===== src/rtl/po_pkg.sv =====
// Shared definitions for the parallel output port: register offsets within
// a channel's four-address window and the per-channel handshake states.
package po_pkg;

    localparam logic [1:0] OFS_WR  = 2'd0;
    localparam logic [1:0] OFS_SET = 2'd1;
    localparam logic [1:0] OFS_CLR = 2'd2;
    localparam logic [1:0] OFS_TGL = 2'd3;

    typedef enum logic {
        IDLE = 1'b0,
        PEND = 1'b1
    } ch_state_e;

endpackage


===== src/rtl/po_channel.sv =====
// One output channel: holds the output value, runs the strobe/ack handshake
// and keeps a sticky overrun flag for writes that arrive while pending.
module po_channel
    import po_pkg::*;
#(
    parameter int DATA_W = 8
) (
    input  logic              clk,
    input  logic              rst,
    input  logic              wr_hit,
    input  logic [1:0]        op,
    input  logic [DATA_W-1:0] wdata,
    input  logic              ovr_clr,
    input  logic              ack,
    output logic [DATA_W-1:0] data_out,
    output logic              strobe,
    output logic              busy,
    output logic              overrun
);

    ch_state_e         state_reg, state_next;
    logic [DATA_W-1:0] data_reg, data_next;
    logic              ovr_reg, ovr_next;
    logic [DATA_W-1:0] new_val;

    // Candidate value produced by the addressed bitwise operation.
    always_comb begin
        new_val = wdata;
        case (op)
            OFS_WR:  new_val = wdata;
            OFS_SET: new_val = data_reg | wdata;
            OFS_CLR: new_val = data_reg & ~wdata;
            OFS_TGL: new_val = data_reg ^ wdata;
            default: new_val = wdata;
        endcase
    end

    // Handshake next-state; a write while pending is dropped and flagged,
    // and a fresh overrun beats a same-cycle clear.
    always_comb begin
        state_next = state_reg;
        data_next  = data_reg;
        ovr_next   = ovr_reg & ~ovr_clr;
        case (state_reg)
            IDLE: begin
                if (wr_hit) begin
                    data_next  = new_val;
                    state_next = PEND;
                end
            end
            PEND: begin
                if (wr_hit) begin
                    ovr_next = 1'b1;
                end
                if (ack) begin
                    state_next = IDLE;
                end
            end
            default: state_next = IDLE;
        endcase
    end

    // State, output value and overrun flag registers.
    always_ff @(posedge clk or negedge rst) begin
        if (!rst) begin
            state_reg <= IDLE;
            data_reg  <= '0;
            ovr_reg   <= 1'b0;
        end else begin
            state_reg <= state_next;
            data_reg  <= data_next;
            ovr_reg   <= ovr_next;
        end
    end

    assign data_out = data_reg;
    assign strobe   = (state_reg == PEND);
    assign busy     = (state_reg == PEND);
    assign overrun  = ovr_reg;

endmodule


===== src/rtl/parallel_out_port.sv =====
// Memory-mapped multi-channel parallel output port: address decode, status
// register assembly and registered readback around NUM_CH channels.
module parallel_out_port
    import po_pkg::*;
#(
    parameter int                DATA_W    = 8,
    parameter int                ADDR_W    = 8,
    parameter int                NUM_CH    = 4,
    parameter logic [ADDR_W-1:0] BASE_ADDR = 8'hE0
) (
    input  logic                     clk,
    input  logic                     rst,
    input  logic                     EN,
    input  logic                     RdEn,
    input  logic [ADDR_W-1:0]        Address,
    input  logic [DATA_W-1:0]        RegData,
    output logic [DATA_W-1:0]        RdData,
    output logic [NUM_CH*DATA_W-1:0] DataOut,
    output logic [NUM_CH-1:0]        Strobe,
    input  logic [NUM_CH-1:0]        Ack
);

    localparam int                CH_W        = ADDR_W - 2;
    localparam logic [ADDR_W-1:0] STATUS_ADDR = BASE_ADDR + ADDR_W'(4 * NUM_CH);

    logic [ADDR_W-1:0] rel;
    logic [CH_W-1:0]   ch_sel;
    logic [1:0]        op;
    logic              in_chan;
    logic              status_hit;

    logic [DATA_W-1:0] ch_data [NUM_CH];
    logic [NUM_CH-1:0] wr_hit;
    logic [NUM_CH-1:0] ovr_clr;
    logic [NUM_CH-1:0] busy;
    logic [NUM_CH-1:0] overrun;
    logic [DATA_W-1:0] status_word;
    logic [DATA_W-1:0] rd_data_reg, rd_data_next;

    // Offset from the base splits into channel index and operation.
    assign rel        = Address - BASE_ADDR;
    assign ch_sel     = rel[ADDR_W-1:2];
    assign op         = rel[1:0];
    assign in_chan    = (Address >= BASE_ADDR) && (Address < STATUS_ADDR);
    assign status_hit = (Address == STATUS_ADDR);

    genvar gi;
    generate
        for (gi = 0; gi < NUM_CH; gi++) begin : g_ch
            assign wr_hit[gi]  = EN && in_chan && (ch_sel == CH_W'(gi));
            assign ovr_clr[gi] = EN && status_hit && RegData[NUM_CH + gi];

            po_channel #(
                .DATA_W (DATA_W)
            ) u_ch (
                .clk      (clk),
                .rst      (rst),
                .wr_hit   (wr_hit[gi]),
                .op       (op),
                .wdata    (RegData),
                .ovr_clr  (ovr_clr[gi]),
                .ack      (Ack[gi]),
                .data_out (ch_data[gi]),
                .strobe   (Strobe[gi]),
                .busy     (busy[gi]),
                .overrun  (overrun[gi])
            );

            assign DataOut[gi*DATA_W +: DATA_W] = ch_data[gi];
        end
    endgenerate

    // Status layout: busy in the low NUM_CH bits, overrun above, rest zero.
    always_comb begin
        status_word                       = '0;
        status_word[NUM_CH-1:0]           = busy;
        status_word[2*NUM_CH-1:NUM_CH]    = overrun;
    end

    // Read mux; misses and idle cycles return zero.
    always_comb begin
        rd_data_next = '0;
        if (RdEn) begin
            if (in_chan) begin
                for (int i = 0; i < NUM_CH; i++) begin
                    if (ch_sel == CH_W'(i)) begin
                        rd_data_next = ch_data[i];
                    end
                end
            end else if (status_hit) begin
                rd_data_next = status_word;
            end
        end
    end

    // Registered read data, sampled from pre-write state.
    always_ff @(posedge clk or negedge rst) begin
        if (!rst) begin
            rd_data_reg <= '0;
        end else begin
            rd_data_reg <= rd_data_next;
        end
    end

    assign RdData = rd_data_reg;

endmodule


===== config.mk =====
export PLATFORM = sky130hd
export DESIGN_NAME = parallel_out_port
export DESIGN_NICKNAME = d
export VERILOG_FILES = /design/src/rtl/po_pkg.sv /design/src/rtl/po_channel.sv /design/src/rtl/parallel_out_port.sv
export SDC_FILE = /design/constraint.sdc
export NUM_CORES = 1
export LEC_CHECK = 0
export CAP_MARGIN = 20
export CORE_MARGIN = 10
export CORE_UTILIZATION = 46
export CTS_CLUSTER_SIZE = 30
export DETAILED_ROUTE_END_ITERATION = 8
export GPL_ROUTABILITY_DRIVEN = 0
export PLACE_DENSITY = 0.7
export SKIP_CTS_REPAIR_TIMING = 1
export SLEW_MARGIN = 20
export SYNTH_ARGS = -nofsm -noshare
export SYNTH_HDL_FRONTEND = slang
export SYNTH_HIERARCHICAL = 1
export SYNTH_SLANG_ARGS = --single-unit

===== constraint.sdc =====
create_clock -name clk -period 3.97 [get_ports clk]
set_clock_uncertainty 0.15 [all_clocks]
set_input_delay 1.191 -clock clk [delete_from_list [all_inputs] [get_ports clk]]
set_output_delay 1.191 -clock clk [all_outputs]
set_load 0.05 [all_outputs]

== Word-level counts from Yosys, hierarchy flattened ==
Cells that the tools add are included.

* Equality and inequality tests: 7
* Bitwise operators: 25
* Order comparisons: 2
* Reduce and logical (&&, ||, !) cells: 17
* Mux-type cells: 31
* $add $sub $neg: 1

{| class="wikitable"
|+ Operators by type and width
! cell !! number
|-
| $pmux 8 s4 || 4
|-
| $mux 8 || 7
|-
| $and 8x8->8 || 4
|-
| $or 8x8->8 || 4
|-
| $xor 8x8->8 || 4
|-
| $mux 1 || 16
|-
| $eq 6x2->1 const B || 2
|-
| $logic_and 1x1->1 || 11
|-
| $eq 8x8->1 const B || 1
|-
| $ge 8x8->1 const B || 1
|-
| $lt 8x8->1 const B || 1
|-
| $not 1->1 || 8
|-
| $not 8->8 || 1
|-
| $pmux 1 s2 || 4
|-
| $reduce_and 2->1 || 4
|-
| $sub 8x8->8 const B || 1
|-
| $eq 6x1->1 const B || 1
|-
| $logic_not 6->1 || 1
|-
| $and 1x1->1 || 4
|-
| $eq 2x2->1 const B || 2
|-
| $eq 2x1->1 const B || 1
|-
| $logic_not 2->1 || 1
|}

* Word-level logic and storage cells: 96
* Register bits after elaboration: 48
* Input port bits: 24
* Output and inout bits: 44

== Depth between registers and ports, before layout ==
* Word-level depth: 8
* Depth in mapped cells: 9
* Mapped depth without buffers: 7

== Modules after synthesis ==
The synthesis kept the hierarchy.

{| class="wikitable"
|+ Modules (own cells, without submodules)
! module !! cells an instance !! seq. area each (sq um) !! area an instance (sq um) !! instances
|-
| po_channel at g_ch[1].u_ch ... || 95 || 250.2 || 852.1 || 3
|-
| po_channel at g_ch[0].u_ch || 92 || 250.2 || 852.1 || 1
|-
| parallel_out_port || 92 || 200.2 || 765.7 || 1
|}

== Worst setup path before layout ==
No wires, ideal clock.

* Path kind: in2reg
* From: input port Address[5]
* To: register g_ch[3].u_ch.data_reg[0]
* Path slack: 0.778 ns
* Cell stages on the path: 9
* Required time: 3.733 ns
* Setup time: 0.087 ns
* Data arrival time: 2.955 ns
* Buffers on the path: 2
* Cell sequence: ha_1 > nand4bb_1 > nor3b_4 > and3_1 > nand2b_1 > buf_6 > or2_0 > buf_6 > o221ai_2

* Word-level cells in the longest chain between the ends: 5
* Elaborated cells between the ends (all ways): 8
* Those cells by class: add/sub (1); order compare (2); eq/ne (1); reduce/logical (4)

{| class="wikitable"
|+ Ends and longest elaborated chain
! what !! RTL line !! text
|-
| start: declaration || parallel_out_port.sv:15 || <nowiki>input logic [ADDR_W-1:0] Address,</nowiki>
|-
| parallel branches: the longest is 3 deep, another holds $sub 8x8->8 || n/a ||
|-
| $logic_and 1x1->1 * || parallel_out_port.sv:50 || <nowiki>assign wr_hit[gi] = EN && in_chan && (ch_sel == CH_W'(gi));</nowiki>
|-
| named net wr_hit[3] || parallel_out_port.sv:33 || <nowiki>logic [NUM_CH-1:0] wr_hit;</nowiki>
|-
| $reduce_and 2->1 (no line) * || n/a ||
|-
| end signal: assignment || po_channel.sv:71 || <nowiki>data_reg <= data_next;</nowiki>
|-
| end: declaration || po_channel.sv:22 || <nowiki>logic [DATA_W-1:0] data_reg, data_next;</nowiki>
|}

Mark *: on every way through the listed nets, which the timed path passes.
A chain may end at the register's enable or synchronous reset.

== Worst setup path after layout ==
* From: input port Address[5]
* To: register g_ch[2].u_ch.data_reg[3]

* Word-level cells in the longest chain between the ends: 5
* Elaborated cells between the ends (all ways): 8
* Those cells by class: add/sub (1); order compare (2); eq/ne (1); reduce/logical (4)

{| class="wikitable"
|+ Ends and longest elaborated chain
! what !! RTL line
|-
| parallel branches: the longest is 3 deep, another holds $sub 8x8->8 || n/a
|-
| $logic_and 1x1->1 * || parallel_out_port.sv:50
|-
| named net wr_hit[2] || parallel_out_port.sv:33
|-
| $reduce_and 2->1 (no line) * || n/a
|-
| end signal: assignment || po_channel.sv:71
|-
| end: declaration || po_channel.sv:22
|}

Marked as above.

==> metrics <==
data arrival time of the critical path roughly 3.6 ns; dpl hpwl approximately 8.4 mm; post-synthesis mux area share about 11%; Routed wire per std cell approximately 18 microns; Synth Area in Compound Gates approximately 16%; Final ANT Viol Nets 0; Rel. slew slack a little over half; vias in the first global route 3494; Die ar. 0.0133 sq mm; Cell Rows 34; dominant cells by area after synthesis dfrtp_1, ha_1, mux2i_1; Yosys cell types 30; Synth async-reset ratio between 90% and 100%; Inserted Diodes 0; P_leak about 2.3 nW; Min Clock Period, post-route 3.47 ns; Post-Route WL 11.5 mm; clk_lat worst skew about 0.31 ns; crit path kind in2reg; pwr dens about 230 mW/mm^2; Ports between 60 and 70; register clock-pin slew on the reported worst setup and hold paths 0.10 ns; First-pass DRT Iterations 5; htree depth 2; final net count about 600; outcome finished clean; Syn. warnings 6; clk buf depth 2; Fill cells between 800 and 900; period utilization ~88%; Pint between 0.7 and 0.8 mW; Synth Cell Area ~0.0042 sq mm; Final Hold Fails 0; sequential area share after synthesis roughly 29%; Seq pwr share 45.3%; Hold Crit Class reg2reg; simple-gate area share of the yosys netlist about an eighth; TritonCTS Buffers 5; Achievable Freq between 200 and 300 MHz; Via Count about 3600; Multi-input gate area around 0.0025 sq mm; clock tree from TritonCTS done; Worst Setup End Kind flip-flop; input/output buffers 67; Startpoint Class input port; clock tree sinks 48; Largest stage delay, worst path between 0.5 and 0.6 ns; GRT overflow 0; DP Cell Count 626; clock network power share 33.2%; max-cap violations 0; largest net degree at the start of global routing 61; combinational share of power ~22%; DR iter-0 viols around 260; core area around 0.0088 sq mm; VDD IR-drop max 160 uV; Area Growth Syn to Fin 18.8%; Adder-Cell Fraction of Synth Area between 15 and 20%; Layout Cells excl Fill between 600 and 700; Switch Pwr 0.352 mW; final setup violation count 0; cells along the critical path clkdlybuf4s50_1 -> ha_1 -> nand4bb_1 -> nor4_1 -> nand2b_1 -> or2_0 -> o221ai_1; syn_area_per_cell slightly below 9 sq um; Syn Inst Count between 400 and 500; Initial Utilization a little under half; CP max-delay cell clkdlybuf4s50_1; Die Y 115 microns; total track usage 17.2%; antenna violations before repair 0; RSZ-0062 raised after global routing no; switch share between 30% and 40%; setup TNS 0 ns; first-pass GRT wire length ~18 mm; Die Wd 115 microns; Worst Tran Pin Value around 0.71 ns; final instance area 0.00496 sq mm; Synth Register Bits 48; Syn Nets roughly 560; number of synthesized flops with an enable pin 0; CTS root buf clkbuf_8; post-synthesis xor/xnor area fraction less than 1%; largest area contributor in the netlist dfrtp_1; share of the synthesized area in the top cell type 28.8%; main combinational cell family by area after synthesis adder cells; CP max FO 8; sequential cell area between 0.001 and 0.0015 sq mm; Vias/cell about 5.6; Remaining DRCs 0; worst path required time around 4.1 ns; dpl cell area 0.00484 sq mm; top_reg_cell synth dfrtp_1; share of cells above drive strength 1 slightly above 6%; Max Slew Vio Count 0
## critical path, delay by kind of cell
family | cells | cell delay [ns]
and+or+nand+nor | 4 | 1.27
AOI/OAI and AO/OA | 1 | 0.22
buffers and inverters | 1 | 0.51
adders and majority gates | 1 | 0.36
## layout make-up
type | count | share of cell area [%]
multi-input combinational | 319 | 50.2
timing repair buffer | 77 | 14.9
clock buffer | 5 | 1.39
clock inverter | 3 | 0.933
tap | 108 | 2.72
inverter | 74 | 5.60
sequential | 48 | 24.2
## placed cells by master, fill, tap and decap left out
cell type / Yosys / final
inv_6: 0 / 1
a21o_1: 8 / 8
nor3b_4: 1 / 1
a221oi_1: 8 / 8
and3_1: 5 / 5
nand3_1: 4 / 4
nand2b_1: 5 / 5
o221ai_1: 28 / 28
or2_1: 1 / 1
bufinv_16: 0 / 1
o21ai_0: 43 / 43
ha_1: 65 / 65
clkdlybuf4s50_1: 0 / 65
nor2b_1: 1 / 1
xor2_1: 1 / 1
dfrtp_1: 48 / 48
nor4_1: 2 / 2
clkbuf_8: 0 / 5
or2_0: 3 / 3
inv_1: 74 / 74
buf_4: 4 / 12
mux2_2: 6 / 6
nand4bb_1: 1 / 1
nor2_1: 8 / 8
nand4b_1: 2 / 2
clkinvlp_4: 0 / 1
o221ai_2: 4 / 4
nand2_1: 79 / 79
and2b_1: 1 / 1
and4b_1: 2 / 2
nor4_4: 1 / 1
mux2i_1: 40 / 40
## power by group through the flow
stage / clock (mW) / sequential [mW] / combinational [mW]
3_3_place_gp: 0 / 0.524 / 0.231
5_1_grt: 0.404 / 0.516 / 0.271
3_5_place_dp: 0 / 0.524 / 0.244
4_1_cts: 0.388 / 0.514 / 0.245
6_report: 0.378 / 0.514 / 0.244
2_1_floorplan: 0 / 0.552 / 0.117
## stage by stage
stage | total power, mW | worst slack, ns | hold slack, ns | util (%)
after CTS | 1.15 | 0.516 | 0.395 | 56.6
after global routing | 1.19 | 0.298 | 0.429 | 56.6
after global placement | 0.755 | 0.305 | 0.371 | 55.3
after detailed placement | 0.768 | 0.187 | 0.376 | 55.3
final | 1.14 | 0.496 | 0.397 | 56.6
after floorplan | 0.669 | 0.778 | 0.358 | -
## cells by family (layout without fill, tap and decap cells)
kind of cell / after synthesis / after routing
buffers and inverters: 102 / 159
AOI/OAI and AO/OA: 91 / 91
muxes: 46 / 46
xor gates and xnor gates: 1 / 1
DFF: 48 / 48
and+or+nand+nor: 116 / 116
adders and majority gates: 65 / 65
## synthesized netlist by cell type (4+ instances only)
cell      instances
buf_6            10
nand2_1          79
nand2b_1          5
o221ai_1         28
mux2i_1          40
buf_2             8
nor2_1            8
a221oi_1          8
and3_1            5
a21o_1            8
dfrtp_1          48
mux2_2            6
nand3_1           4
clkbuf_1          6
ha_1             65
buf_4             4
inv_1            74
o221ai_2          4
o21ai_0          43
## final timing paths
kind | cells after the start | slack [ns] | endpoint | startpoint
max | 7 | 0.50 | g_ch[2].u_ch/data_out[3] | Address[5]
min | 2 | 0.40 | g_ch[2].u_ch/overrun | g_ch[2].u_ch/overrun
max reg2reg | 3 | 2.41 | g_ch[1].u_ch/data_out[1] | g_ch[1].u_ch/busy
min reg2reg | 2 | 0.40 | g_ch[2].u_ch/overrun | g_ch[2].u_ch/overrun
max in group asynchronous | 1 | 2.48 | g_ch[2].u_ch/busy | rst
min in group asynchronous | 1 | 0.74 | g_ch[2].u_ch/data_out[0] | rst
## state kept, by name, summed over array words and instances, names as in the netlist
signal / flops
g_ch.u_ch/busy: 4
g_ch.u_ch/data_out: 32
g_ch.u_ch/overrun: 4
RdData: 8
## layer usage
| layer | part of all wire, % | vias up | track usage (%) |
|---|---|---|---|
| li1 | - | 1709 | - |
| met1 | 42 | 1720 | 21.4 |
| met2 | 48 | 116 | 28.7 |
| met3 | 8.2 | 12 | 4.53 |
| met4 | 1.9 | 0 | 4.54 |
| met5 | 0 | - | 0 |
No activity file was read; power rests on OpenSTA's default activity.
